===== config.mk =====
export PLATFORM = sky130hd
export DESIGN_NAME = bridge_tx_serializer
export DESIGN_NICKNAME = d
export VERILOG_FILES = /design/src/rtl/bridge_tx_serializer_pkg.sv /design/src/rtl/bridge_tx_serializer_resp_fifo.sv /design/src/rtl/bridge_tx_serializer.sv
export SDC_FILE = /design/constraint.sdc
export NUM_CORES = 1
export LEC_CHECK = 0
export BUFFER_PORTS_ARGS = -buffer_cell sky130_fd_sc_hd__clkbuf_2
export CAP_MARGIN = 30
export CORE_AREA = 2 2 103 105
export CTS_BUF_LIST = sky130_fd_sc_hd__clkbuf_4 sky130_fd_sc_hd__clkbuf_8 sky130_fd_sc_hd__clkbuf_16
export DETAILED_ROUTE_END_ITERATION = 16
export DIE_AREA = 0 0 105 107
export GPL_TIMING_DRIVEN = 0
export MAX_ROUTING_LAYER = met4
export PLACE_DENSITY = 0.63
export SYNTH_ARGS = -nofsm -noshare
export SYNTH_HDL_FRONTEND = slang
export SYNTH_SLANG_ARGS = --single-unit

===== constraint.sdc =====
create_clock -name clk -period 5.55 [get_ports clk]
set_clock_uncertainty 0.15 [all_clocks]
set_input_delay 1.11 -clock clk [delete_from_list [all_inputs] [get_ports clk]]
set_output_delay 1.11 -clock clk [all_outputs]
set_load 0.01 [all_outputs]

===== src/rtl/bridge_tx_serializer_pkg.sv =====
// Shared constants and types for the bridge TX serializer.
// Frame layout is "M" + 4 hex digits + CR + LF.
package bridge_tx_serializer_pkg;

  localparam int FRAME_LEN = 7;

  localparam logic [7:0] ASCII_M       = 8'h4D;
  localparam logic [7:0] ASCII_CR      = 8'h0D;
  localparam logic [7:0] ASCII_LF      = 8'h0A;
  localparam logic [7:0] HEX_NUM_OFS   = 8'h30;
  localparam logic [7:0] HEX_ALPHA_OFS = 8'h37;

  typedef enum logic {
    IDLE,
    SEND
  } tx_state_e;

endpackage


===== src/rtl/bridge_tx_serializer_resp_fifo.sv =====
// Read-response FIFO, synchronous, first-word fall-through.
// Full FIFO rejects a push even when a pop happens that cycle.
module bridge_tx_serializer_resp_fifo #(
  parameter int DEPTH = 4,
  parameter int W     = 16
) (
  input  logic                     clk,
  input  logic                     rst_n,
  input  logic                     push,
  input  logic                     pop,
  input  logic [W-1:0]             din,
  output logic [W-1:0]             dout,
  output logic                     full,
  output logic                     empty,
  output logic [$clog2(DEPTH):0]   count
);

  localparam int AW = $clog2(DEPTH);
  localparam logic [AW:0] FULL_CNT = (AW+1)'(DEPTH);

  logic [W-1:0]  mem [DEPTH];
  logic [AW-1:0] wr_ptr;
  logic [AW-1:0] rd_ptr;
  logic          do_push;
  logic          do_pop;

  assign full    = (count == FULL_CNT);
  assign empty   = (count == '0);
  assign do_push = push && !full;
  assign do_pop  = pop && !empty;
  assign dout    = mem[rd_ptr];

  // Storage array, no reset needed.
  always_ff @(posedge clk) begin
    if (do_push) mem[wr_ptr] <= din;
  end

  // Pointers wrap naturally modulo DEPTH.
  always_ff @(posedge clk or negedge rst_n) begin
    if (!rst_n) begin
      wr_ptr <= '0;
      rd_ptr <= '0;
      count  <= '0;
    end else begin
      if (do_push) wr_ptr <= wr_ptr + 1'b1;
      if (do_pop)  rd_ptr <= rd_ptr + 1'b1;
      unique case ({do_push, do_pop})
        2'b10:   count <= count + 1'b1;
        2'b01:   count <= count - 1'b1;
        default: count <= count;
      endcase
    end
  end

endmodule


===== src/rtl/bridge_tx_serializer.sv =====
// Bus read responses to ASCII "Mhhhh\r\n" frames.
// Bytes go one at a time to the UART over valid/ready.
module bridge_tx_serializer
  import bridge_tx_serializer_pkg::*;
#(
  parameter int FIFO_DEPTH = 4
) (
  input  logic        clk,
  input  logic        rst_n,
  input  logic [15:0] addr_i,
  input  logic [15:0] data_i,
  input  logic        rw_i,
  input  logic        valid_i,
  output logic [7:0]  data_o,
  output logic        valid_o,
  input  logic        ready_i,
  output logic        busy_o,
  output logic        overflow_o
);

  localparam int CW = $clog2(FIFO_DEPTH) + 1;
  localparam logic [2:0] LAST_IDX = 3'(FRAME_LEN - 1);

  tx_state_e       state;
  logic [2:0]      idx;
  logic [15:0]     shreg;
  logic            head_rdy_q;
  logic            rd_req;
  logic            push;
  logic            pop;
  logic            full;
  logic            empty;
  logic [15:0]     head;
  logic [CW-1:0]   count;
  logic            unused_addr;

  assign unused_addr = ^addr_i;

  assign rd_req = valid_i && !rw_i;
  assign push   = rd_req && !full;
  assign pop    = (state == IDLE) && head_rdy_q && !empty;

  bridge_tx_serializer_resp_fifo #(
    .DEPTH (FIFO_DEPTH),
    .W     (16)
  ) u_fifo (
    .clk   (clk),
    .rst_n (rst_n),
    .push  (push),
    .pop   (pop),
    .din   (data_i),
    .dout  (head),
    .full  (full),
    .empty (empty),
    .count (count)
  );

  function automatic logic [7:0] nib_ascii(
    input logic [3:0] n
  );
    if (n < 4'd10) return HEX_NUM_OFS + {4'h0, n};
    return HEX_ALPHA_OFS + {4'h0, n};
  endfunction

  function automatic logic [7:0] frame_byte(
    input logic [15:0] w,
    input logic [2:0]  i
  );
    logic [7:0] b;
    b = ASCII_M;
    case (i)
      3'd1:    b = nib_ascii(w[15:12]);
      3'd2:    b = nib_ascii(w[11:8]);
      3'd3:    b = nib_ascii(w[7:4]);
      3'd4:    b = nib_ascii(w[3:0]);
      3'd5:    b = ASCII_CR;
      3'd6:    b = ASCII_LF;
      default: b = ASCII_M;
    endcase
    return b;
  endfunction

  // Frame FSM; the head-ready flag is registered so a freshly
  // pushed word waits one settle cycle before it is popped.
  always_ff @(posedge clk or negedge rst_n) begin
    if (!rst_n) begin
      state      <= IDLE;
      idx        <= '0;
      shreg      <= '0;
      head_rdy_q <= 1'b0;
      data_o     <= 8'h00;
      valid_o    <= 1'b0;
    end else begin
      head_rdy_q <= (count != '0);
      unique case (state)
        IDLE: begin
          if (pop) begin
            shreg   <= head;
            idx     <= '0;
            data_o  <= ASCII_M;
            valid_o <= 1'b1;
            state   <= SEND;
          end
        end
        SEND: begin
          if (valid_o && ready_i) begin
            if (idx == LAST_IDX) begin
              idx     <= '0;
              valid_o <= 1'b0;
              state   <= IDLE;
            end else begin
              idx    <= idx + 3'd1;
              data_o <= frame_byte(shreg, idx + 3'd1);
            end
          end
        end
        default: state <= IDLE;
      endcase
    end
  end

  // Sticky drop flag and registered busy status.
  always_ff @(posedge clk or negedge rst_n) begin
    if (!rst_n) begin
      overflow_o <= 1'b0;
      busy_o     <= 1'b0;
    end else begin
      if (rd_req && full) overflow_o <= 1'b1;
      busy_o <= (state != IDLE) || (count != '0);
    end
  end

endmodule

==> results.json <==
{
  "die_h_um": 107,
  "grt_pass1_vias": 2568,
  "final_core_util_pct": 49.3,
  "core_area_mm2": 0.0101,
  "slew_headroom_pct": 41.7,
  "grt_max_degree": 39,
  "final_nets": 411,
  "htreeDepth": 3,
  "fin_crit_sh_pct": 48.9,
  "synth_edf_count": 64,
  "yosysTopAreaCell": "edfxtp_1",
  "gr-total-overflow": 0,
  "ys.flop_type": "edfxtp_1",
  "finalMaxSlewViolations": 0,
  "power_leakage_nw": 1.89,
  "synth_top_area_share_pct": 43.2,
  "pin_count": 48,
  "drt_first_pass_iters": 5,
  "end_kind": "register",
  "critPathSlowestCell": "and2_1",
  "initial_utilization_pct": 44.0,
  "synth_top_family_by_area": "simple AND/OR/NAND/NOR gates",
  "num_rows": 37,
  "finalCriticalPeriod_ns": 2.72,
  "cp_max_fo": 16,
  "drive_gt1_share_pct": 21.1,
  "worstPathArrival_ns": 2.56,
  "syn_nets": 369,
  "insertion_delay_ns": 0.37,
  "crit_chain": "clkbuf_2, nor2b_1, a21boi_1, and2_1",
  "cts_num_sinks": 102,
  "critPathLaunchType": "input port",
  "min_path_type": "register to register",
  "drt-initial-drc-count": 153,
  "portBuffers": 30,
  "fin_tns_setup_ns": 0,
  "antenna_found_initial": 0,
  "ys_seq_elements": 102,
  "peakVddDrop_v": 0.000193,
  "cts_root_buf": "clkbuf_8",
  "fp.dieArea_mm2": 0.0112,
  "grt_first_pass_wirelength_um": 13100,
  "seq_area_frac_synth_pct": 64.6,
  "cts.path.max_buffers": 2,
  "crit_type": "input port to register",
  "yosysWarnings": 0,
  "clk_pin_slew_ns": 0.10,
  "cts_setup_buffers": 0,
  "synthSimpleGateAreaFrac_pct": 9.91,
  "worstPathRequired_ns": 5.40,
  "drtAntennaViolNets": 0,
  "cts.repair.resized": 0,
  "synth_mux_area_share_pct": 8.56,
  "wl_um": 8010,
  "hold_buffers": 0,
  "worst_hold_slack_ns": 0.325,
  "synthCells": 322,
  "synth.area.top_cells": "edfxtp_1 43%, dfrtp_1 21%, mux4_2 8.1%",
  "synth-async-reset-ratio_pct": 37.3,
  "drc": 0,
  "setup_viol": 0,
  "rsz0062_at_grt": "no",
  "power_density_mw_per_mm2": 501,
  "cts_tree": "yes",
  "synth_xor_xnor_area_share_pct": 1.97,
  "hpwl_um": 5530,
  "synth-compound-area-share_pct": 8.61,
  "syn_area_mm2": 0.00445,
  "die_x_um": 105,
  "tightest_slew_ns": 0.874,
  "place_congestion": 0.851,
  "final_hold_viol_count": 0,
  "avgSynthCellArea_um2": 13.8,
  "cpPeakStageDelay_ns": 0.78,
  "cts_made_buffers": 9,
  "area_growth_syn_to_layout_pct": 11.8,
  "status": "finished, final reports clean",
  "cap_violations": 0,
  "vias": 2633,
  "fmax_mhz": 368,
  "synthAdderAreaFrac_pct": 2.98,
  "via_per_inst": 5.21,
  "wl_per_cell_um": 15.9,
  "grt_usage_pct": 15.6,
  "synth_cell_types": 48,
  "antenna_cells": 0
}
==> critical path, delay by kind of cell <==
kind,cells,cell delay [ns]
buf+inv,1,0.07
simple gates,2,0.93
compound gates,1,0.45
==> path summary, 6_finish.rpt <==
kind	from	endpoint	slack [ns]	cells after the start
max	valid_i	u_fifo.mem[0][4]	2.83	4
min	overflow_o	overflow_o	0.32	1
max reg2reg	u_fifo.count[0]	u_fifo.count[2]	3.04	10
min reg2reg	overflow_o	overflow_o	0.32	1
max in group asynchronous	rst_n	shreg[5]	4.47	2
min in group asynchronous	rst_n	head_rdy_q	0.38	1
==> state kept, by name, indices dropped and copies added, names as in the netlist, 2 cells and up <==
register	flops
shreg	16
u_fifo.count	3
u_fifo.mem	64
data_o	7
u_fifo.rd_ptr	2
idx	3
u_fifo.wr_ptr	2
==> cell usage in the layout (no fill, tap or decap), types with 6 or more instances in the layout <==
cell,n
clkbuf_8,9
ha_1,9
xnor2_1,8
inv_1,18
nor2_1,10
mux4_2,16
nand2_1,44
clkbuf_2,30
dfrtp_1,38
nor2b_1,6
o21ai_0,24
edfxtp_1,64
a21oi_1,8
==> where the power goes <==
part	switching [W]	internal (W)	leakage, nW
logic	0.000517	0.000418	0.759
registers	0.000115	0.000990	1.03
clock network	0.000278	0.000173	0.0940
==> through the flow <==
step                      worst slack, ns  area (um2)  cells  total power (W)
after detailed placement             2.38        4770    488          0.00207
after global placement               2.44        4770    488          0.00204
after global routing                 2.63        4970    505          0.00268
after CTS                            2.78        4950    504          0.00252
final                                2.83        4970    505          0.00249
after floorplan                      2.84        4450    322          0.00181
==> logic make-up after synthesis <==
family | Yosys count
buffers and inverters | 32
flip-flops | 102
multiplexers | 18
AND/OR/NAND/NOR | 90
XOR/XNOR | 10
other | 1
AO/OA/AOI/OAI | 59
adder cells (fa/ha/maj) | 10
==> layout make-up <==
| cell class | count | area (um2) |
|---|---|---|
| Fill cell | 898 | 5120 |
| Sequential cell | 102 | 2870 |
| Multi-Input combinational cell | 188 | 1430 |
| Timing Repair Buffer | 31 | 170 |
| Tap cell | 136 | 170 |
| Clock buffer | 9 | 124 |
| Buffer | 13 | 73.8 |
| Inverter | 19 | 71.3 |
| Clock inverter | 7 | 61.3 |
==> Yosys cell counts (2+ instances only) <==
cell type,number
edfxtp_1,64
nor3b_2,2
clkbuf_1,4
mux2i_1,2
xnor2_1,8
a22o_1,5
or3_1,3
nor2b_1,6
inv_1,18
buf_4,3
nand2b_1,2
a21oi_1,8
dfrtp_1,38
nor3_1,5
xor2_1,2
nand3b_1,3
ha_1,9
nor2_1,10
nand3_1,4
a22oi_1,3
o31ai_1,2
a32o_1,3
mux4_2,16
nand2_1,44
and2_1,4
a31oi_1,3
o21ai_0,24
buf_2,5
and3_1,2
o22ai_1,2
==> metal layers <==
layer	part of all wire, %	global-route usage, %	up-vias
met2	48	25.2	58
met4	1.2	4.67	0
li1	-	-	1269
met1	47	20.2	1297
met5	0	-	-
met3	4.0	3.34	9
Note: power is estimated with default switching activity, not from simulation.
